===== config.mk =====
export PLATFORM = sky130hd
export DESIGN_NAME = svm_sv_sequencer
export DESIGN_NICKNAME = d
export VERILOG_FILES = /design/src/rtl/svm_sv_sequencer_pkg.sv /design/src/rtl/svm_sv_sequencer.sv
export SDC_FILE = /design/constraint.sdc
export NUM_CORES = 1
export LEC_CHECK = 0
export CAP_MARGIN = 20
export CORE_MARGIN = 2
export CORE_UTILIZATION = 30
export DETAILED_ROUTE_END_ITERATION = 10
export GPL_TIMING_DRIVEN = 1
export PLACE_DENSITY_LB_ADDON = 0.05
export SETUP_SLACK_MARGIN = 0.1
export SYNTH_ARGS = -nofsm -noshare
export SYNTH_HDL_FRONTEND = slang
export SYNTH_SLANG_ARGS = --single-unit

===== constraint.sdc =====
create_clock -name clk -period 1.5 [get_ports clk]
set_input_delay 0.45 -clock clk [delete_from_list [all_inputs] [get_ports clk]]
set_output_delay 0.45 -clock clk [all_outputs]
set_load 0.01 [all_outputs]

===== src/rtl/svm_sv_sequencer_pkg.sv =====
// Shared SVM widths and kernel timing for the support-vector sequencer.
// Support-vector memory words are packed as {sv, sv_class, coef_scaled, coef_sign}.
package svm_sv_sequencer_pkg;

   localparam int SVM_CLASS_WIDTH    = 2;
   localparam int SVM_COEF_WIDTH     = 15;
   localparam int SVM_DIST_WIDTH     = 16;
   localparam int SVM_KERNEL_LATENCY = 24;
   localparam int SVM_META_WIDTH     = SVM_CLASS_WIDTH + SVM_COEF_WIDTH + 1;

   // The latency counter has to hold KERNEL_LATENCY+1.
   function automatic int lat_width(input int latency);
      return $clog2(latency + 2);
   endfunction

endpackage


===== src/rtl/svm_sv_sequencer.sv =====
// Streams every support vector past the kernel for one input vector, waits out
// the kernel pipeline, then holds the accumulated distances until they are taken.
module svm_sv_sequencer
   import svm_sv_sequencer_pkg::*;
#(
   parameter int PARAM_WIDTH    = 8,
   parameter int PARAM_COUNT    = 4,
   parameter int SV_COUNT       = 16,
   parameter int SV_INDEX_WIDTH = 4,
   parameter int KERNEL_LATENCY = SVM_KERNEL_LATENCY,
   parameter int DIST_BUS_WIDTH = 64
) (
   input  logic                                          clk,
   input  logic                                          reset_n,
   input  logic [PARAM_WIDTH*PARAM_COUNT-1:0]            in_x,
   input  logic                                          in_valid,
   output logic                                          in_ready,
   output logic [SV_INDEX_WIDTH-1:0]                     sv_addr,
   output logic                                          sv_rd_en,
   input  logic [PARAM_WIDTH*PARAM_COUNT+SVM_META_WIDTH-1:0] sv_rd_data,
   output logic [PARAM_WIDTH*PARAM_COUNT-1:0]            k_x,
   output logic [PARAM_WIDTH*PARAM_COUNT-1:0]            k_sv,
   output logic [SVM_CLASS_WIDTH-1:0]                    k_sv_class,
   output logic [SVM_COEF_WIDTH-1:0]                     k_coef_scaled,
   output logic                                          k_coef_sign,
   output logic                                          k_new_computation,
   output logic                                          k_data_valid,
   input  logic [DIST_BUS_WIDTH-1:0]                     k_distance,
   output logic [DIST_BUS_WIDTH-1:0]                     out_distance,
   output logic                                          out_valid,
   input  logic                                          out_ready,
   output logic [1:0]                                    dbg_state
);

   localparam int VEC_W = PARAM_WIDTH * PARAM_COUNT;
   localparam int LAT_W = lat_width(KERNEL_LATENCY);

   typedef enum logic [1:0] {
      ST_IDLE  = 2'd0,
      ST_FEED  = 2'd1,
      ST_DRAIN = 2'd2,
      ST_HOLD  = 2'd3
   } seq_state_t;

   seq_state_t                state, state_next;
   logic [SV_INDEX_WIDTH-1:0] addr_q;
   logic [LAT_W-1:0]          lat_q;
   logic [VEC_W-1:0]          x_q;
   logic                      dv_q;
   logic                      new_q;
   logic [DIST_BUS_WIDTH-1:0] dist_q;
   logic                      addr_last;

   // Handshakes: in_x moves on in_valid && in_ready, out_distance on out_valid && out_ready.
   assign in_ready  = (state == ST_IDLE);
   assign sv_rd_en  = (state == ST_FEED);
   assign out_valid = (state == ST_HOLD);
   assign sv_addr   = addr_q;
   assign addr_last = (addr_q == SV_INDEX_WIDTH'(SV_COUNT - 1));
   assign dbg_state = state;

   // Memory data arrives one cycle after the read, aligned with k_data_valid.
   assign k_x               = x_q;
   assign k_sv              = sv_rd_data[VEC_W+SVM_META_WIDTH-1 -: VEC_W];
   assign k_sv_class        = sv_rd_data[SVM_META_WIDTH-1 -: SVM_CLASS_WIDTH];
   assign k_coef_scaled     = sv_rd_data[SVM_COEF_WIDTH:1];
   assign k_coef_sign       = sv_rd_data[0];
   assign k_data_valid      = dv_q;
   assign k_new_computation = new_q;
   assign out_distance      = dist_q;

   always_comb begin
      state_next = state;
      case (state)
         ST_IDLE:  if (in_valid)      state_next = ST_FEED;
         ST_FEED:  if (addr_last)     state_next = ST_DRAIN;
         ST_DRAIN: if (lat_q == '0)   state_next = ST_HOLD;
         ST_HOLD:  if (out_ready)     state_next = ST_IDLE;
         default:                     state_next = ST_IDLE;
      endcase
   end

   always_ff @(posedge clk or negedge reset_n) begin
      if (!reset_n) begin
         state  <= ST_IDLE;
         addr_q <= '0;
         lat_q  <= '0;
         x_q    <= '0;
         dv_q   <= 1'b0;
         new_q  <= 1'b0;
         dist_q <= '0;
      end else begin
         state <= state_next;
         dv_q  <= sv_rd_en;
         new_q <= sv_rd_en && (addr_q == '0);
         case (state)
            ST_IDLE: begin
               if (in_valid) begin
                  x_q    <= in_x;
                  addr_q <= '0;
               end
            end
            ST_FEED: begin
               // Stop at the last address instead of wrapping.
               if (addr_last) lat_q  <= LAT_W'(KERNEL_LATENCY + 1);
               else           addr_q <= addr_q + SV_INDEX_WIDTH'(1);
            end
            ST_DRAIN: begin
               if (lat_q == '0) dist_q <= k_distance;
               else             lat_q  <= lat_q - LAT_W'(1);
            end
            default: ;
         endcase
      end
   end

endmodule

# Word-level counts from Yosys, hierarchy flattened
# Cells that the tools add are included.
[word_totals]
register_bits = 109
output_inout_bits = 157
word_cells = 41
[op_classes]
add_sub_neg = 2
n_eq_ne = 10
n_mux = 11
n_reduce_logical = 11
[ops]
columns = ["cell", "count"]
rows = [
  ["5-bit 2-to-1 mux", 2],
  ["5-bit one-hot mux with 2 select lines", 1],
  ["2-bit 2-to-1 mux", 4],
  ["4-bit 2-to-1 mux", 2],
  ["2-bit != test (second input constant)", 4],
  ["2-bit one-hot mux with 4 select lines", 1],
  ["4-bit one-hot mux with 2 select lines", 1],
  ["3-bit AND reduction", 2],
  ["5-bit logical NOT", 1],
  ["5-bit by 1-bit subtractor with 5-bit output (second input constant)", 1],
  ["4-bit by 1-bit adder with 4-bit output (second input constant)", 1],
  ["2-bit equality test (second input constant)", 2],
  ["4-bit equality test (second input constant)", 1],
  ["4-bit logical NOT", 1],
  ["2-bit by 1-bit != test with 1-bit output (second input constant)", 2],
  ["2-bit AND reduction", 2],
  ["4-bit AND reduction", 1],
  ["2-bit nonzero test", 2],
  ["2-bit by 1-bit equality test with 1-bit output (second input constant)", 1],
  ["2-bit logical NOT", 1],
  ["1-bit logical AND", 1],
]

# Depth between registers and ports, before layout
[logic_depth]
depth_word = 3
depth_mapped = 7
ltp_nobuf = 6

# Least setup slack after synthesis
# No wires, ideal clock.
[synth_timing]
kind = "flip-flop to flip-flop"
startpoint = "reg state[0], in the netlist dbg_state[0]"
endpoint = "reg x_q[0], in the netlist k_x[0]"
setup_ps = 125
arrival_time_ps = 1643
required_time_ps = 1375
setup_slack_ps = -268
path_stages_with_launch = 6
path_cell_list = "dfrtp_1 inv_1 ha_1 nand2_1 buf_1 mux2_2"
[synth_via]
elab_chain_cells = 2
[synth_rtl]
columns = ["element", "line_no", "source"]
rows = [
  ["start, declared", "svm_sv_sequencer.sv:45", "seq_state_t state, state_next;"],
  ["start signal, assigned", "svm_sv_sequencer.sv:93", "state <= state_next;"],
  ["2-bit logical NOT", "n/a", ""],
  ["via in_ready", "svm_sv_sequencer.sv:17", "output logic in_ready,"],
  ["2-bit AND reduction (no source line)", "n/a", ""],
  ["end signal, assigned", "svm_sv_sequencer.sv:99", "x_q <= in_x;"],
  ["end, declared", "svm_sv_sequencer.sv:48", "logic [VEC_W-1:0] x_q;"],
]
# The timed path passes the listed nets, and every way through them passes these cells.
# A chain may end at the register's enable or synchronous reset.

# Final worst setup path
[layout_timing]
startpoint = "reg state[0], in the netlist dbg_state[0]"
endpoint = "out in_ready"
[layout_via]
elab_chain_cells = 1
[layout_rtl]
columns = ["element", "line_no", "source"]
rows = [
  ["2-bit logical NOT", "svm_sv_sequencer.sv:55", "assign in_ready = (state == ST_IDLE);"],
  ["end, declared", "svm_sv_sequencer.sv:17", ""],
]
# No other way between the ends.

==> results.md <==
- The run finished, with violations left.
- The final reports fail on negative setup slack.
- The source of the worst register-to-register timing path is lat_q[0].
- The post-route minimum period is 1.64 ns.
- The number of global-route vias before repair came to roughly 3400.
- The floorplan has 45 rows.
- In the final layout, the multi-input gates occupy 0.00177 mm^2.
- The clock latency reported for the late side of the worst-skew pair is 0.34 ns.
- The total detailed-routing wirelength is approximately 12 mm.
- The number of max-slew violations in the final report is 0.
- The cell count after synthesis came out at 326.
- After synthesis the cells add up to 0.00470 mm^2.
- The internal reg-to-reg setup slack is -0.14 ns.
- The via count of the routed design is 3256.
- The combined flip-flop and latch cell area is between 0.002 and 0.003 mm^2.
- The worst endpoint data arrival time is 1.19 ns.
- The number of nets in the layout is 687.
- The endpoint identified for the worst register-to-register timing path is out_distance[45].
- The cell at the slowest stage of the critical path is sky130_fd_sc_hd__dfrtp_2.
- The count of final hold-check violations was 0.
- The startpoint kind of the worst setup timing path is a flop.
- The share of flip-flops with an asynchronous set or reset is 100%.
- The worst slack at placement is -0.402 ns.
- Traced cell by cell, the critical path runs through inv_4 > ha_4 > buf_6.
- The initial utilization of the core area, before any placement, comes to between 30 and 40%.
- The maximum clock path buffer count is 2.
- The number of levels in the clock H-tree is 3.
- For this run, the leading register cell type out of synthesis is sky130_fd_sc_hd__dfrtp_1.
- In this run, post-CTS hold repair placed 0 buffers.
- When the netlist entered floorplanning its net count stood at 484.
- The I/O pin count is 307.
- For the final database, setup skew stands at 0.00796 ns.
- In the post-synthesis netlist, the biggest area contributors are sky130_fd_sc_hd__dfrtp_1 (58%), sky130_fd_sc_hd__mux2_1 (15%), sky130_fd_sc_hd__mux2_2 (8.6%).
- The first routing iteration left 63 violations.
- After detailed routing, the average wire length per cell comes to ~16 um.
- The netlist uses 29 different library cells.
- The critical path start-end classification is reg2out.
- The area of the die is 0.0167 mm^2.
- Global routing finished with a remaining overflow of 0.
- The achievable clock frequency is 610 MHz.
- The count of flip-flops with a built-in enable after synthesis is 0.
- Measured against its own limit, the worst slew margin works out to 77.6%.
- The vias per cell is 4.38.
- Setup repair after global routing could not meet its margin everywhere.
- Entering global routing, the biggest net connects 61 pins.
- The most area-hungry cell type in the Yosys netlist is sky130_fd_sc_hd__dfrtp_1.
- In this run the horizontal extent of the chip is 129 um.
- The TritonCTS clock tree is done.
- Clock tree synthesis selected as its root buffer the cell sky130_fd_sc_hd__clkbuf_16.
- The worst hold path class is in2async.
- The clock net in this run drives a total of 109 sinks.
- The repair_antennas step left the layout with diodes totalling 0.
- The required time at the worst-slack endpoint is around 1.1 ns.
- The peak ir drop on the vdd network is approximately 1 mV.
- The post-detailed-placement half-perimeter wirelength is about 8.4 mm.
- The congestion estimate from routability-driven global placement came to 0.679.
- Relative to the synthesized area, the layout overhead comes to 52.2%.
- The detail route stage leaves a number of antenna-violating nets equal to 0.
- The total negative slack for setup checks is -9.12 ns.
- The number of fillers in the final layout is 1397.
- The final cycle utilization of the critical path is 109%.
- The post-CTS clock slew at the launch and capture registers of the worst setup and hold paths is 0.07 ns.
- The global-route wire length before repair is 18.3 mm.
- Synthesis inferred between 100 and 150 register bits.
- Global routing used 14.2% of the available tracks across all layers.
- The region available for standard cell placement spans 0.0153 mm^2.
- The static leakage is ~0.0034 uW.
- The length of the first detailed-routing pass in iterations is 4.
- The most common cell in the synthesized netlist is sky130_fd_sc_hd__dfrtp_1.
- In this run the worst path has a maximum fanout of 4.
- The worst-case reg-to-reg path depth is 6.
- The warning count from the yosys run is 0.
- The post-route netlist has between 40% and 50% of its cells at a drive strength greater than 1.
- The setup violation total in the final timing report is 108.
- The proportion of synthesized chip area in sequential cells is just under 60%.
- The mean instance size in the synthesized netlist is 14.4 um^2.
- Across all setup checks in the final design, the least slack found is -0.138 ns.
- After synthesis, the largest area contributor takes up 58.0% of total cell area.
- In this run the vertical extent of the chip is 129 um.
- In this run the power density over the cells is a little over 2000 mW/mm^2.
- The number of input and output port buffers inserted is 206.
- The reported max-cap violation count is 0.
- The worst setup path is captured at a primary output.
- The initial antenna violation count came to 0.
- Counting the buffers created by CTS gives 9.
- For this run, the slowest stage of the critical path takes between 0.4 and 0.5 ns.
- After detailed routing, the number of remaining DRC violations is 0.
- After synthesis, the most frequently instantiated cells are sky130_fd_sc_hd__dfrtp_1 (109), sky130_fd_sc_hd__mux2_1 (61), sky130_fd_sc_hd__buf_4 (51).
- The actual transition at the worst max-transition pin is 0.335 ns.
-- power breakdown --
group / switching [uW] / internal (uW)
Combinational: 2890 / 3720
Clock: 1080 / 1620
Sequential: 741 / 4390
Total: 4710 / 9730
-- logic make-up after synthesis --
| group | after synthesis | synth area share, % |
|---|---|---|
| fa+ha+maj | 8 | 2.13 |
| mux | 98 | 23.5 |
| compound gates | 18 | 2.61 |
| buf+inv | 69 | 10.5 |
| flops | 109 | 58.0 |
| simple gates | 24 | 3.22 |
-- area by class of cell --
| cell class | count | share of cell area [%] |
|---|---|---|
| flip-flops and latches | 109 | 38.2 |
| inverters | 9 | 0.542 |
| clock inverters | 5 | 1.40 |
| multi-input cells | 148 | 24.7 |
| repair buffers | 252 | 28.3 |
| well taps | 211 | 3.69 |
| clock buffers | 10 | 3.20 |
-- routing by layer --
metal	vias to the layer above	wire length, um	GRT usage [%]	part of all wire, %
li1	1475	-	-	-
met1	1598	5160	18.0	43
met2	166	5360	21.8	45
met3	17	1340	5.82	11
met4	0	166	5.31	1.4
met5	-	0	0	0
-- registers in the layout (all words and copies together) (netlist names) --
signal             flops
dbg_state              2
k_data_valid           1
k_new_computation      1
k_x                   32
lat_q                  5
out_distance          64
sv_addr                4
-- worst max path at each step --
stage	depth (start not counted)	slack, ns	from	to
final	3	-0.14	dbg_state[0]	in_ready
after global routing	6	-0.24	lat_q[0]	out_distance[45]
after CTS	3	-0.17	dbg_state[1]	out_valid
after detailed placement	5	-0.40	in_valid	dbg_state[1]
after global placement	5	-0.38	in_valid	dbg_state[1]
after floorplan	6	-0.08	lat_q[0]	out_distance[10]
-- layout by cell type, fill, tap and decap left out, drive strengths merged --
master,Yosys,layout
a21boi,2,2
a21o,2,2
a21oi,1,1
a32o,1,1
a32oi,1,1
buf,60,154
bufinv,0,3
clkbuf,0,10
clkdlybuf4s50,0,98
clkinv,0,2
dfrtp,109,109
ha,8,8
inv,9,9
mux2,97,97
mux2i,1,1
nand2,4,4
nand2b,3,3
nand3,6,6
nand4,1,1
nor2,4,4
nor3,1,1
nor3b,2,2
nor4b,2,2
o211a,1,1
o21ai,7,7
o31a,1,1
o31ai,2,2
or3,1,1
-- critical path: cells and delay by family (launching register included) --
family	cells	cell delay (ns)
buf+inv	2	0.20
fa+ha+maj	1	0.16
flops	1	0.48
-- per-stage QoR --
| step | power, uW | utilization, % | hold WS (ns) | cells | area (um^2) |
|---|---|---|---|---|---|
| 2_1_floorplan | 7980 | - | 0.154 | 326 | 4780 |
| 3_3_place_gp | 11900 | 45.3 | 0.473 | 714 | 6920 |
| 3_5_place_dp | 12100 | 45.3 | 0.477 | 714 | 6920 |
| 4_1_cts | 14500 | 46.6 | 0.0977 | 744 | 7110 |
| 5_1_grt | 15400 | 46.9 | 0.108 | 744 | 7150 |
| 6_report | 14400 | 46.9 | 0.0923 | 744 | 7150 |
-- what timing repair did --
action / CTS / global route
resized for setup: 492 / 15
cloned: 2 / 0
endpoints found under the setup margin: 214 / 113
pin swaps: 8 / 1
setup buffers: 14 / 3
Power figures use the tool's default switching activity.
